File: src/rtl/alu_bist.sv
// alu_bist -- built-in self-test initiator for the combinational ALU.
//
// Walks every 4-bit operation code (0..15, outer loop) over NUM_VECTORS
// pseudo-random operand vectors (inner loop). Each vector takes one DRIVE
// cycle and one CAPTURE cycle. Every ALU response is folded into a 32-bit
// MISR, and the final value is compared against GOLDEN.
//
// Optional build macro ALU_BIST_CHECK_EN adds hard per-vector sanity
// checks that feed the sticky check_err flag. When the macro is not
// defined, check_err stays 0.
//
// Ports:
//   clk, reset          clock and synchronous active-high reset
//   start               one-cycle run request (ignored while busy)
//   busy, done, pass    run status; pass is valid while done=1
//   signature           current MISR value
//   check_err           sticky hard-check failure
//   alu_operation/alu_dataA/alu_dataB/alu_shamt   stimulus to the ALU
//   alu_saida/alu_zero/alu_of                      ALU response
module alu_bist #(
   parameter int unsigned NUM_VECTORS = 256,
   parameter logic [31:0] SEED        = 32'hACE1_0001,
   parameter logic [31:0] GOLDEN      = 32'h0000_0000
) (
   input  logic        clk,
   input  logic        reset,
   input  logic        start,
   output logic        busy,
   output logic        done,
   output logic        pass,
   output logic [31:0] signature,
   output logic        check_err,
   output logic [3:0]  alu_operation,
   output logic [31:0] alu_dataA,
   output logic [31:0] alu_dataB,
   output logic [4:0]  alu_shamt,
   input  logic [31:0] alu_saida,
   input  logic        alu_zero,
   input  logic        alu_of
);

   localparam logic [2:0] S_IDLE    = 3'd0;
   localparam logic [2:0] S_SEED    = 3'd1;
   localparam logic [2:0] S_DRIVE   = 3'd2;
   localparam logic [2:0] S_CAPTURE = 3'd3;
   localparam logic [2:0] S_DONE    = 3'd4;

   localparam logic [15:0] VEC_LAST = 16'(NUM_VECTORS - 1);

   logic [2:0]  state;
   logic [31:0] lfsr;
   logic [3:0]  op_cnt;
   logic [15:0] vec_cnt;

   logic        div_zero;
   logic        last_vec;
   logic        last_all;
   logic [31:0] resp_saida;
   logic        resp_zero;
   logic [31:0] sig_next;
   logic [31:0] lfsr_next;
   logic        hard_fail;
   logic        err_next;

   always_comb begin
      // The first divide/remainder vector forces dataB=0. For that vector,
      // only the overflow flag is a defined response.
      div_zero   = ((op_cnt == 4'd12) || (op_cnt == 4'd13)) && (vec_cnt == '0);
      last_vec   = (vec_cnt == VEC_LAST);
      last_all   = last_vec && (op_cnt == 4'hF);
      resp_saida = div_zero ? '0 : alu_saida;
      resp_zero  = div_zero ? 1'b0 : alu_zero;
      sig_next   = {signature[30:0],
                    signature[31] ^ signature[21] ^ signature[1] ^ signature[0]}
                   ^ resp_saida ^ {30'b0, resp_zero, alu_of};
      // Galois right-shift form of x^32+x^22+x^2+x+1
      lfsr_next  = {1'b0, lfsr[31:1]} ^ (lfsr[0] ? 32'h8020_0003 : 32'h0);
`ifdef ALU_BIST_CHECK_EN
      hard_fail  = (!div_zero && (alu_zero != (alu_saida == '0)))
                 || ((op_cnt >= 4'd14) && (alu_saida != '0))
                 || (div_zero && !alu_of);
`else
      hard_fail  = 1'b0;
`endif
      err_next   = check_err | hard_fail;
   end

   always_ff @(posedge clk) begin
      if (reset) begin
         state         <= S_IDLE;
         busy          <= 1'b0;
         done          <= 1'b0;
         pass          <= 1'b0;
         signature     <= '0;
         check_err     <= 1'b0;
         alu_operation <= '0;
         alu_dataA     <= '0;
         alu_dataB     <= '0;
         alu_shamt     <= '0;
         lfsr          <= '0;
         op_cnt        <= '0;
         vec_cnt       <= '0;
      end else begin
         case (state)
            S_IDLE, S_DONE: begin
               if (start) begin
                  state     <= S_SEED;
                  busy      <= 1'b1;
                  done      <= 1'b0;
                  pass      <= 1'b0;
                  check_err <= 1'b0;
               end
            end
            S_SEED: begin
               lfsr      <= SEED;
               signature <= '1;
               op_cnt    <= '0;
               vec_cnt   <= '0;
               state     <= S_DRIVE;
            end
            S_DRIVE: begin
               alu_operation <= op_cnt;
               alu_dataA     <= lfsr;
               alu_dataB     <= div_zero ? '0 : {lfsr[15:0], lfsr[31:16]};
               alu_shamt     <= lfsr[4:0];
               state         <= S_CAPTURE;
            end
            S_CAPTURE: begin
               signature <= sig_next;
               check_err <= err_next;
               lfsr      <= lfsr_next;
               if (last_vec) begin
                  vec_cnt <= '0;
                  op_cnt  <= op_cnt + 4'd1;
               end else begin
                  vec_cnt <= vec_cnt + 16'd1;
               end
               if (last_all) begin
                  // pass is taken from the final update, not from the stale register
                  state <= S_DONE;
                  busy  <= 1'b0;
                  done  <= 1'b1;
                  pass  <= (sig_next == GOLDEN) && !err_next;
               end else begin
                  state <= S_DRIVE;
               end
            end
            default: state <= S_IDLE;
         endcase
      end
   end

endmodule

File: config.mk
export PLATFORM = sky130hd
export DESIGN_NAME = alu_bist
export DESIGN_NICKNAME = d
export VERILOG_FILES = /design/src/rtl/alu_bist.sv
export SDC_FILE = /design/constraint.sdc
export NUM_CORES = 1
export LEC_CHECK = 0
export CAP_MARGIN = 20
export CORE_UTILIZATION = 47
export DETAILED_ROUTE_END_ITERATION = 8
export PLACE_DENSITY = 0.84
export SYNTH_ARGS = -nofsm -noshare
export SYNTH_HDL_FRONTEND = slang
export SYNTH_SLANG_ARGS = --single-unit
File: constraint.sdc
create_clock -name clk -period 2.3 [get_ports clk]
set_clock_uncertainty 0.2 [all_clocks]
set_input_delay 0.46 -clock clk [delete_from_list [all_inputs] [get_ports clk]]
set_output_delay 0.46 -clock clk [all_outputs]
set_load 0.03 [all_outputs]
==> key figures <==
Outcome
  • Status: complete, but fails checks
  • Failing checks: design-rule violations, negative setup slack

Critical path
  • Kind of end point of the critical path: register
  • Startpoint types: register
  • Reg2Reg Depth: 9
  • Crit path DAT: between 2 and 3 ns
  • CP max FO: 5
  • WP data required: 2.45 ns
  • R2R setup slack: -0.05 ns
  • FF-to-FF Start: vec_cnt[2]$_SDFFE_PP0P_
  • Worst reg2reg path endpoint: pass$_SDFFE_PP0P_
  • CP Class: register to register

Synthesis
  • Syn avg cell area: between 7 and 8 µm²
  • Asr flop ratio synth: 0%
  • YS warnings: 0
  • Mapped Cells: approximately 910
  • Sequential area share after synthesis: around 44%
  • Synth Cell Area: around 7100 µm²
  • Total nets after synthesis: between 900 and 1000
  • Number of synthesized flops with an enable pin: 0
  • Prevailing post-synth register cell: dfxtp_1
  • Yosys reg bits: roughly 160
  • Library cells used by synthesis: 47

Timing
  • Final worst slack: -0.0488 ns
  • Final Slew Violations: 0
  • Fmax achieved: 426 MHz
  • Max_slew headroom: 53.0%
  • Setup Viol. Count Final: 1
  • Final Hold Vio Count: 0
  • RSZ-0062 raised after global routing: true
  • Slew @ Worst Pin: just over 0.7 ns
  • Tmin final: 2.35 ns
  • Fin crit share: 102%
  • Total negative slack: -0.0488 ns

Die
  • Die Ht: 125 µm
  • Site Rows: 44
  • Core Area: 14700 µm²
  • Area of the die: between 15000 and 20000 µm²
  • Die X: ~130 µm
  • Initial Utilization: between 40 and 50%
  • IO Pins: ~150

Power
  • Psw: ~1.9 mW
  • Clk network pwr share: a little over two fifths
  • Sw Ratio: a little over a quarter
  • Leakage: around 3.6 nW
  • Sequential power share: between 40% and 50%
  • Peak VDD IR: 0.000579 V
  • Comb pwr share: 15.5%
  • P_int: 5.22 mW
  • Power Dens Cells: 731 nW/µm²

Layout
  • Finished Layout Cells: between 1000 and 1500
  • Number of inserted diodes: 0
  • # nets final: ~1100
  • Share of cells above drive strength 1: between 10% and 20%
  • Syn-to-layout area delta: 37.0%
  • Commonest non-fill, non-tap cell in the layout: nand2_1
  • Commonest non-fill, non-tap cells in the layout: 170 x nand2_1, 154 x dfxtp_1, 126 x clkdlybuf4s50_1
  • Final standard cell area without fillers: just under 10000 µm²

Clocking
  • Clock Root Buffer: clkbuf_16
  • CTS tree: done
  • Longest Clk Path Bufs: 2
  • Clock sink count: around 160
  • Clk_lat worst skew: 0.42 ns
  • Clk pin slew, worst setup/hold paths: 0.06 ns
  • Htree depth: 4
  • Total CTS buffers: 17
  • CTS Hold Bufs: 0

Worst hold path
  • Hold Crit Class: register to register
  • WHS Endpoint: alu_dataB[23]$_SDFFE_PP0P_
  • HP Start: alu_dataB[23]$_SDFFE_PP0P_
  • WHS Path Cells: 2

Routing
  • Post-Route WL: approximately 20000 µm
  • Final ANT Viol Nets: 0
  • Detailed-route wire length per cell: 16.0 µm
  • Detailed Routing Iterations Pass 1: 7
  • Vias/cell: ~5.7
  • Via count: 7126
  • 1st-iter DRT viols: 579
  • DR DRC count: 8

GRT
  • Vias in the first global route: approximately 6400
  • Initial antenna violation count: 0
  • Pin count of the biggest net entering global routing: 69
  • First-pass GRT wire length: 30800 µm
  • Congestion Overflow GR: 0
  • Global-route usage over all layers: between 20% and 30%

Placed design
  • RePlAce Congestion: 0.861
  • Setup WS pre-CTS: -0.0759 ns
  • DPL Wire Length: around 12000 µm
  • Placed cell areas: ~8900 µm²
  • Port buffer count: 144
  • Placed Cells: between 1000 and 1500

Run
  • Max-cap violation count: 0
==> per-layer routing <==
layer  vias to the layer above  part of all wire (%)  global-route usage, %
li1                       3404                     -                      -
met1                      3387                    42                   30.7
met2                       293                    48                   40.2
met3                        42                   7.1                   5.01
met4                         0                   2.1                   9.61
met5                         -                     0                      0
==> cells by family after synthesis <==
| family | share of synthesized area, % |
|---|---|
| other cells | 0.0525 |
| buf+inv | 4.64 |
| simple gates | 26.3 |
| compound gates | 16.6 |
| fa+ha+maj | 0.875 |
| flops | 44.2 |
| xor+xnor | 7.30 |
==> worst max-delay path: stages, from the launching register on <==
cell and delay (ns):
dfxtp_1 0.40, nor4b_4 0.37, o2111ai_4 0.24, buf_6 0.19, o22ai_1 0.10, a22oi_1 0.12
nor3_1 0.24, buf_4 0.15, nand4_1 0.12, o21ai_1 0.15
==> worst max path at each step <==
stage          cells past startpoint                         end                    start
2_1_floorplan                     10  signature[13]$_SDFFE_PP0P_   op_cnt[0]$_SDFFE_PP0P_
3_3_place_gp                       8           pass$_SDFFE_PP0P_                   alu_of
3_5_place_dp                       8           pass$_SDFFE_PP0P_                   alu_of
4_1_cts                            9           pass$_SDFFE_PP0P_  vec_cnt[0]$_SDFFE_PP0P_
5_1_grt                            8           pass$_SDFFE_PP0P_  vec_cnt[2]$_SDFFE_PP0P_
6_report                           9           pass$_SDFFE_PP0P_  vec_cnt[2]$_SDFFE_PP0P_
==> stage by stage <==
stage	utilization, %	hold WS (ns)	total power, mW
2_1_floorplan	-	0.258	3.71
3_3_place_gp	60.6	0.239	4.09
3_5_place_dp	60.6	0.244	4.11
4_1_cts	65.0	0.252	7.15
5_1_grt	66.6	0.267	7.40
6_report	66.6	0.250	7.16
==> state kept, by name, indices dropped and copies added, names as in the netlist <==
name and count:
done 1, state 3, alu_operation 4, alu_dataB 32
lfsr 32, op_cnt 4, alu_dataA 32, signature 32
vec_cnt 16, busy 1, pass 1
==> repair_timing <==
item,CTS,global route
endpoints found under the setup margin,6,30
pin swaps,3,20
resized for setup,8,49
buffers inserted,0,2
gates cloned,0,2
==> power by group through the flow <==
stage               sequential, mW  combinational (mW)  clock, mW
floorplan                     3.13               0.581          0
global placement              3.04                1.05          0
detailed placement            3.04                1.07          0
CTS                           2.98                1.07       3.10
global route                  3.00                1.19       3.21
finish                        2.99                1.11       3.07
==> Yosys cell counts (all sizes together) (3+ instances only) <==
| cell type | n | area, µm² |
|---|---|---|
| a211oi | 3 | 22.5 |
| a21o | 3 | 22.5 |
| a21oi | 105 | 526 |
| a22oi | 16 | 120 |
| and2 | 5 | 33.8 |
| and3 | 4 | 25.0 |
| buf | 19 | 103 |
| clkbuf | 54 | 203 |
| dfxtp | 158 | 3160 |
| ha | 5 | 62.6 |
| inv | 7 | 26.3 |
| nand2 | 174 | 653 |
| nand2b | 3 | 18.8 |
| nand3 | 74 | 383 |
| nand3b | 17 | 128 |
| nand4 | 7 | 50.1 |
| nor2 | 80 | 308 |
| nor2b | 4 | 25.0 |
| nor3 | 19 | 95.1 |
| nor3b | 9 | 67.6 |
| nor4 | 6 | 58.8 |
| o21ai | 21 | 105 |
| o22ai | 45 | 282 |
| xnor2 | 44 | 385 |
| xor2 | 13 | 114 |
==> layout make-up <==
type / instances / area [µm²]
Tap cell: 184 / 230
Clock buffer: 21 / 470
Inverter: 7 / 26.3
Timing Repair Buffer: 193 / 1900
Clock inverter: 11 / 180
Fill cell: 1140 / 4910
Sequential cell: 158 / 3170
Multi-Input combinational cell: 670 / 3810
No activity file was read; power rests on OpenSTA's default activity.
